## config.mk

```make
export PLATFORM = sky130hd
export DESIGN_NAME = multiword_add_seq
export DESIGN_NICKNAME = d
export VERILOG_FILES = /design/src/rtl/multiword_add_seq.sv
export SDC_FILE = /design/constraint.sdc
export NUM_CORES = 1
export LEC_CHECK = 0
export CELL_PAD_IN_SITES_DETAIL_PLACEMENT = 0
export CELL_PAD_IN_SITES_GLOBAL_PLACEMENT = 1
export CORE_MARGIN = 2
export CORE_UTILIZATION = 43
export CTS_CLUSTER_SIZE = 20
export DETAILED_ROUTE_END_ITERATION = 6
export PLACE_DENSITY = 0.86
export SETUP_SLACK_MARGIN = 0.05
export SLEW_MARGIN = 20
export SYNTH_ARGS = -nofsm -noshare
export SYNTH_HDL_FRONTEND = slang
export SYNTH_SLANG_ARGS = --single-unit
```

## constraint.sdc

```tcl
create_clock -name clk -period 4.3 [get_ports clk]
set_input_delay 0.43 -clock clk [delete_from_list [all_inputs] [get_ports clk]]
set_output_delay 0.43 -clock clk [all_outputs]
set_load 0.02 [all_outputs]
```

## src/rtl/multiword_add_seq.sv

```systemverilog
// Wide adder built from one N-bit ripple adder, one slice per cycle; result valid WORDS edges after accept.
// Backpressure: accepts only in IDLE; holds result in DONE until out_ready; one op per WORDS+2 cycles.

module ripple_carry_adder #(
  parameter int N = 4
) (
  input  logic [N-1:0] a_i,
  input  logic [N-1:0] b_i,
  input  logic         cin_i,
  output logic [N-1:0] sum_o,
  output logic         cout_o
);
  logic [N:0] c;

  assign c[0] = cin_i;

  for (genvar i = 0; i < N; i++) begin : g_fa
    assign sum_o[i] = a_i[i] ^ b_i[i] ^ c[i];
    assign c[i+1]   = (a_i[i] & b_i[i]) | (c[i] & (a_i[i] ^ b_i[i]));
  end

  assign cout_o = c[N];
endmodule

module multiword_add_seq #(
  parameter int N     = 4,
  parameter int WORDS = 4
) (
  input  logic             clk,
  input  logic             rst,
  input  logic             in_valid,
  output logic             in_ready,
  input  logic [N*WORDS-1:0] in_a,
  input  logic [N*WORDS-1:0] in_b,
  input  logic             in_cin,
  output logic             out_valid,
  input  logic             out_ready,
  output logic [N*WORDS-1:0] out_sum,
  output logic             out_cout,
  output logic             busy
);
  localparam int W  = N * WORDS;
  localparam int IW = (WORDS > 1) ? $clog2(WORDS) : 1;
  localparam logic [IW-1:0] LAST = IW'(WORDS - 1);
  localparam logic [IW-1:0] ONE  = IW'(1);

  typedef enum logic [1:0] {IDLE, RUN, DONE} state_t;

  state_t        state_q, state_d;
  logic [IW-1:0] idx_q, idx_d;
  logic          carry_q, carry_d;
  logic [W-1:0]  a_q, a_d, b_q, b_d, sum_q, sum_d;
  logic          cout_q, cout_d;

  logic [N-1:0]  add_a, add_b, add_sum;
  logic          add_cout;

  assign add_a = a_q[int'(idx_q)*N +: N];
  assign add_b = b_q[int'(idx_q)*N +: N];

  ripple_carry_adder #(.N(N)) u_rca (
    .a_i    (add_a),
    .b_i    (add_b),
    .cin_i  (carry_q),
    .sum_o  (add_sum),
    .cout_o (add_cout)
  );

  assign in_ready  = (state_q == IDLE) & ~rst;
  assign out_valid = (state_q == DONE);
  assign busy      = (state_q != IDLE);
  assign out_sum   = sum_q;
  assign out_cout  = cout_q;

  always_comb begin
    state_d = state_q;
    idx_d   = idx_q;
    carry_d = carry_q;
    a_d     = a_q;
    b_d     = b_q;
    sum_d   = sum_q;
    cout_d  = cout_q;
    case (state_q)
      IDLE: begin
        if (in_valid && in_ready) begin
          a_d     = in_a;
          b_d     = in_b;
          carry_d = in_cin;
          idx_d   = '0;
          state_d = RUN;
        end
      end
      RUN: begin
        // Carry crosses slice boundaries only through carry_q.
        sum_d[int'(idx_q)*N +: N] = add_sum;
        carry_d = add_cout;
        if (idx_q == LAST) begin
          cout_d  = add_cout;
          idx_d   = '0;
          state_d = DONE;
        end else begin
          idx_d = idx_q + ONE;
        end
      end
      DONE: begin
        if (out_ready) state_d = IDLE;
      end
      default: state_d = IDLE;
    endcase
  end

  always_ff @(posedge clk or posedge rst) begin
    if (rst) begin
      state_q <= IDLE;
      idx_q   <= '0;
      carry_q <= 1'b0;
      a_q     <= '0;
      b_q     <= '0;
      sum_q   <= '0;
      cout_q  <= 1'b0;
    end else begin
      state_q <= state_d;
      idx_q   <= idx_d;
      carry_q <= carry_d;
      a_q     <= a_d;
      b_q     <= b_d;
      sum_q   <= sum_d;
      cout_q  <= cout_d;
    end
  end
endmodule

```

==> results of run 1 <==
-- cells in the final DEF (no fill, tap or decap), types with 2 or more instances in the layout --
cell | synthesis | routed
fa_1 | 4 | 4
nand2_1 | 7 | 7
clkinv_2 | 0 | 3
a22o_1 | 14 | 14
nand3b_1 | 2 | 2
mux4_2 | 8 | 8
clkbuf_8 | 0 | 5
nand2b_1 | 4 | 4
nor2b_1 | 2 | 2
nor2_1 | 2 | 2
inv_1 | 13 | 12
dfrtp_1 | 54 | 54
o31ai_1 | 2 | 2
nor3_1 | 3 | 3
ha_1 | 6 | 6
mux2_1 | 33 | 33
o41ai_1 | 2 | 2
clkdlybuf4s50_1 | 0 | 56
-- final cells by class --
class	instances	share of cell area (%)
Clock inverter	2	0.315
Inverter	14	1.69
Clock buffer	5	2.16
Tap cell	72	2.83
Timing Repair Buffer	57	17.9
Multi-Input combinational cell	96	32.7
Sequential cell	54	42.5
-- metal layers --
layer	wire length [um]	vias to the layer above	part of all wire (%)	track usage [%]
li1	-	721	-	-
met1	2030	770	44	21.7
met2	2300	40	50	24.3
met3	208	4	4.5	4.27
met4	37	0	0.81	5.25
met5	0	-	0	0
-- cells by family (layout without fill, tap and decap cells) --
group	Yosys count	in the layout	synth area share (%)
DFF	54	54	54.2
AOI/OAI and AO/OA	20	20	6.92
adders and majority gates	10	10	6.22
buffers and inverters	22	78	4.52
muxes	41	41	22.1
and+or+nand+nor	25	25	6.02
-- worst max-delay path, delay by kind of cell (launching register included) --
kind	cells	cell delay, ns
buffers and inverters	4	0.26
adders and majority gates	4	1.19
DFF	1	0.87
AOI/OAI and AO/OA	1	0.24
muxes	1	0.58
-- Yosys cell counts (all sizes together) --
library cell	count
dfrtp	54
mux2	33
a22o	14
inv	14
mux4	8
buf	7
nand2	7
ha	6
fa	4
nand2b	4
nor3	3
nand3b	2
nor2	2
nor2b	2
o31ai	2
o41ai	2
a221o	1
and4	1
clkbuf	1
nor4	1
nor4b	1
o21bai	1
or2	1
or3	1
-- through the flow --
step / setup slack, ns / power (mW) / instance area [um^2]
finish: 1.07 / 2.31 / 3180
CTS: 1.03 / 2.34 / 3180
floorplan: 1.48 / 1.69 / 2490
detailed placement: 1.04 / 2.07 / 3100
global route: 0.855 / 2.49 / 3180
global placement: 1.11 / 2.05 / 3100
-- flip-flops by register name, indices dropped and copies added (netlist names) --
signal	cells
carry_q	1
a_q	16
idx_q	2
out_sum	16
b_q	16
state_q	2
out_cout	1
-- path summary, 6_finish.rpt --
kind	end	slack (ns)	depth (start not counted)
setup / recovery	out_sum[11]$_DFFE_PP0P_	1.07	10
hold / removal	a_q[8]$_DFFE_PP0P_	0.49	1
setup reg to reg	out_sum[11]$_DFFE_PP0P_	1.07	10
hold reg to reg	a_q[8]$_DFFE_PP0P_	0.49	1
max in group asynchronous	a_q[11]$_DFFE_PP0P_	3.06	2
min in group asynchronous	state_q[1]$_DFFE_PP0P_	0.71	2
-- report_power, final --
part           total [mW]  leakage [nW]  internal, mW  switching, mW
clock network       0.267        0.0438         0.110          0.157
registers           0.913         0.673         0.735          0.178
logic                1.13         0.655         0.563          0.569
total                2.31          1.37          1.41          0.904
==> impl_metrics.csv, run 1 <==
group,metric,value,unit
status,status,"finished clean",
critical_path,worstSetupStartpoint,"idx_q[0]$_DFFE_PP0P_",
clock_network,h-tree-depth,2,
critical_path,end_kind,"flop",
routing,vias_per_cell,5.12,
finish,drive_above_1_share,9.21,%
synth,yosys_warnings,0,
flow_run,drv_cap,0,
floorplan,initial_core_util,45.0,%
synth,synth-seq-cells,54,
critical_path,critPathRequiredTime,4.50,ns
critical_path,startpoint_type,"flop",
sta,clock_skew,0.00526,ns
clock_network,clk_pin_slew_worst_paths,0.09,ns
power_and_ir_drop,power.leakage,1.37,nW
clock_network,cts_inserted_buffers,5,
sta,min_period,3.23,ns
critical_path,cp.arrival,3.43,ns
global_routing,gr-usage-all-layers,15.8,%
clock_network,clock_latency,0.31,ns
critical_path,cp_slowest_stage_delay,0.87,ns
sta,finalHoldViolCount,0,
critical_path,worstPathMaxFanout,18,
critical_path,worstPathCellList,"mux4_2, inv_1, fa_1, inv_1, fa_1, inv_1, fa_1, inv_1, fa_1, a22o_1",
finish,final_util,57.4,%
critical_path,worst_path_max_delay_cell,"dfrtp_1",
floorplan,die_area,6420,um^2
finish,nets,275,
placement,gp_congestion,0.815,
placement,port-buffer-count,56,
routing,wl_per_cell,15.2,um
critical_path,r2r-start,"idx_q[0]$_DFFE_PP0P_",
floorplan,rows,27,
placement,dpl.hpwl,3430,um
synth,yosys.area.top_type_share,54.2,%
finish,syn_to_final_growth,27.5,%
routing,dr.pass1.iters,4,
sta,relSlewSlack,40.4,%
sta,final-setup-viol-count,0,
finish,final_cells,300,
finish,fillers,465,
finish,ff_latch_area,1350,um^2
power_and_ir_drop,peakVddDrop,339,uV
global_routing,grt_pass1_wl,7670,um
finish,diodes,0,
sta,holdWs,0.487,ns
sta,rsz0062_at_grt,"no",
routing,wl,4570,um
floorplan,io_pins,57,
worst_hold_path,hp-class,"reg2reg",
synth,syn_nets,219,
clock_network,cts.sinks,54,
global_routing,grt_pass1_vias,1529,
sta,fin_crit_sh,75.2,%
routing,drt_iter0_markers,100,
placement,place_inst,293,
floorplan,die_w,80.2,um
power_and_ir_drop,powerDensity,727,nW/um^2
critical_path,critical_path_class,"reg2reg",
sta,finalSetupTns,0,ns
clock_network,postCtsResizedCells,0,
finish,multiInputGateArea,1040,um^2
clock_network,cts_root_buffer,"clkbuf_8",
worst_hold_path,min_from,"a_q[8]$_DFFE_PP0P_",
clock_network,post_cts_buffers,0,
synth,ys_seq_area_share,54.2,%
synth,yosysUniqueCellTypes,27,
synth,synth.largest_area_cell,"dfrtp_1",
clock_network,ctsHoldBuffers,0,
synth,synthCells,172,
floorplan,coreArea,5540,um^2
routing,antenna_left,0,
sta,fmax,0.309,GHz
global_routing,overflow,0,
sta,worstMarginPinSlew,0.893,ns
global_routing,antenna_found_initial,0,
synth,synthTopCellsByArea,"dfrtp_1 54%, mux2_1 15%, mux4_2 7.2%",
clock_network,clockBufferDepth,2,
synth,synth_area,2490,um^2
routing,vias,1535,
routing,drcViolationCount,0,
clock_network,cts_tree,"yes",
global_routing,grt_max_degree,55,
synth,postSynthAreaPerCell,14.5,um^2
sta,final-max-slew-violation-count,0,
floorplan,die_h,80.2,um
No activity file was read; power rests on OpenSTA's default activity.
==> run 2: changes to the inputs <==
CORE_UTILIZATION = 36   (was 43)
PLACE_DENSITY = 0.77   (was 0.86)
clock period = 2.8 ns   (was 4.3 ns; I/O delays follow)
==> run 2 against run 1 <==
Die area up 18%. First-iteration DRC count down 52%. Fmax up 23%. Non-clock buffer count up 7. Count of clock-buffer cells in the layout up 2. Worst setup slack worse by 0.89 ns. Final cell count up 5.0%. Combinational power up 73%. Critical endpoint is now out_sum[3]$_DFFE_PP0P_. Via count up 1.4%.
==> impl_metrics.csv, run 2 (synthesized netlist as in run 1, its figures left out) <==
group,metric,value,unit
sta,final-setup-viol-count,0,
global_routing,grt_max_degree,55,
sta,worstMarginPinSlew,0.670,ns
global_routing,grt_pass1_vias,1578,
critical_path,end_kind,"flop",
worst_hold_path,min_from,"b_q[6]$_DFFE_PP0P_",
finish,diodes,0,
critical_path,crit_top_cell,"fa_2",
power_and_ir_drop,peakVddDrop,395,uV
worst_hold_path,hold_depth,1,
clock_network,cts.sinks,54,
placement,port-buffer-count,56,
critical_path,cp_slowest_stage_delay,0.50,ns
routing,vias_per_cell,4.94,
placement,gp_congestion,0.785,
routing,vias,1556,
finish,fillers,626,
global_routing,grt_pass1_wl,8000,um
flow_run,drv_cap,0,
clock_network,ctsHoldBuffers,0,
clock_network,cts_root_buffer,"clkbuf_8",
floorplan,die_h,87.2,um
clock_network,cts_inserted_buffers,5,
floorplan,rows,30,
finish,nets,282,
routing,wl,4900,um
critical_path,r2r-start,"idx_q[0]$_DFFE_PP0P_",
critical_path,worstPathMaxFanout,4,
worst_hold_path,hp-class,"reg2reg",
critical_path,worstPathCellList,"mux4_2, inv_1, fa_2, inv_2, fa_2, inv_2, fa_2, inv_2, fa_2, a22o_1",
global_routing,antenna_found_initial,0,
floorplan,io_pins,57,
clock_network,clk_pin_slew_worst_paths,0.09,ns
finish,final_common_cell,"clkdlybuf4s50_1",
clock_network,cts_tree,"yes",
finish,layout_common_cells,"56 x clkdlybuf4s50_1, 53 x dfrtp_1, 33 x mux2_1",
clock_network,h-tree-depth,2,
power_and_ir_drop,finalPower,3.72,mW
finish,syn_to_final_growth,30.4,%
placement,dpl.hpwl,3680,um
critical_path,cp_top_family,"adder cells",
critical_path,rrSetupSlack,0.17,ns
critical_path,startpoint_type,"flop",
critical_path,critPathRequiredTime,3.00,ns
finish,drive_above_1_share,14.5,%
routing,dr.pass1.iters,4,
critical_path,r2r_cells,10,
global_routing,overflow,0,
critical_path,crit_buf_inv,4,
status,status,"finished clean",
routing,wl_per_cell,15.6,um
critical_path,worst_path_max_delay_cell,"mux4_2",
power_and_ir_drop,power.leakage,1.39,nW
sta,min_period,2.63,ns
clock_network,clockBufferDepth,2,
finish,final_cell_area,3250,um^2
critical_path,path_depth,10,
sta,finalSetupTns,0,ns
power_and_ir_drop,powerDensity,1150,nW/um^2
routing,antenna_left,0,
floorplan,coreArea,6760,um^2
global_routing,gr-usage-all-layers,13.9,%
worst_hold_path,min_to,"b_q[6]$_DFFE_PP0P_",
critical_path,cp.arrival,2.83,ns
placement,dpl_cell_area,3150,um^2
sta,clock_skew,0.00719,ns
critical_path,rr_endpoint,"out_sum[3]$_DFFE_PP0P_",
clock_network,clock_latency,0.30,ns
floorplan,initial_core_util,36.9,%
routing,drt_iter0_markers,48,
sta,fin_crit_sh,93.9,%
routing,drcViolationCount,0,
floorplan,die_area,7610,um^2
sta,fmax,0.380,GHz
sta,finalHoldViolCount,0,
critical_path,critical_path_class,"reg2reg",
floorplan,die_w,87.2,um
sta,relSlewSlack,55.3,%
sta,final-max-slew-violation-count,0,
sta,holdWs,0.492,ns
sta,rsz0062_at_grt,"no",
[run 2: layer usage]
layer | part of all wire [%] | track usage [%] | vias to the layer above
met2 | 47 | 22.5 | 42
li1 | - | - | 738
met3 | 3.7 | 3.22 | 9
met1 | 47 | 18.3 | 767
met4 | 2.2 | 5.17 | 0
met5 | 0 | 0 | -
[run 2: metrics by stage]
| stage | instances | utilization [%] | setup WS, ns |
|---|---|---|---|
| finish | 315 | 48.1 | 0.171 |
| global route | 315 | 48.1 | 0.0639 |
| CTS | 313 | 47.7 | 0.0643 |
| detailed placement | 306 | 46.6 | 0.0665 |
| global placement | 306 | 46.6 | 0.125 |
| floorplan | 172 | - | 0.0735 |
[run 2: power by group]
part	internal, mW	total, mW	switching, mW
clock	0.173	0.406	0.233
combinational	0.971	1.96	0.993
sequential	1.13	1.35	0.223
[run 2: timing repair]
item	4_1_cts	5_1_grt
setup buffers	0	2
gates cloned	0	0
pin swaps	0	4
setup endpoints to repair	4	6
gates resized for setup	1	7
[run 2: worst register-to-register path, delay by kind of cell (launching register included)]
family	cells	cell delay, ns
fa+ha+maj	4	1.19
compound gates	1	0.21
buf+inv	4	0.23
mux	1	0.50
flops	1	0.42
[run 2: final cells by class]
type	instances	area, um^2	area share [%]
Inverter	14	52.6	1.62
Multi-Input combinational cell	96	1050	32.3
Clock buffer	7	76.3	2.35
Tap cell	80	100	3.08
Sequential cell	54	1350	41.6
Timing Repair Buffer	64	621	19.1
[run 2: worst max-delay path by stage]
stage                               startpoint                 endpoint  slack [ns]
after floorplan           idx_q[0]$_DFFE_PP0P_   out_sum[3]$_DFFE_PP0P_        0.07
after global placement    idx_q[0]$_DFFE_PP0P_   out_sum[7]$_DFFE_PP0P_        0.13
after detailed placement  idx_q[0]$_DFFE_PP0P_  out_sum[15]$_DFFE_PP0P_        0.07
after CTS                 idx_q[0]$_DFFE_PP0P_   out_sum[7]$_DFFE_PP0P_        0.06
after global routing      idx_q[0]$_DFFE_PP0P_   out_sum[7]$_DFFE_PP0P_        0.06
final                     idx_q[0]$_DFFE_PP0P_   out_sum[3]$_DFFE_PP0P_        0.17
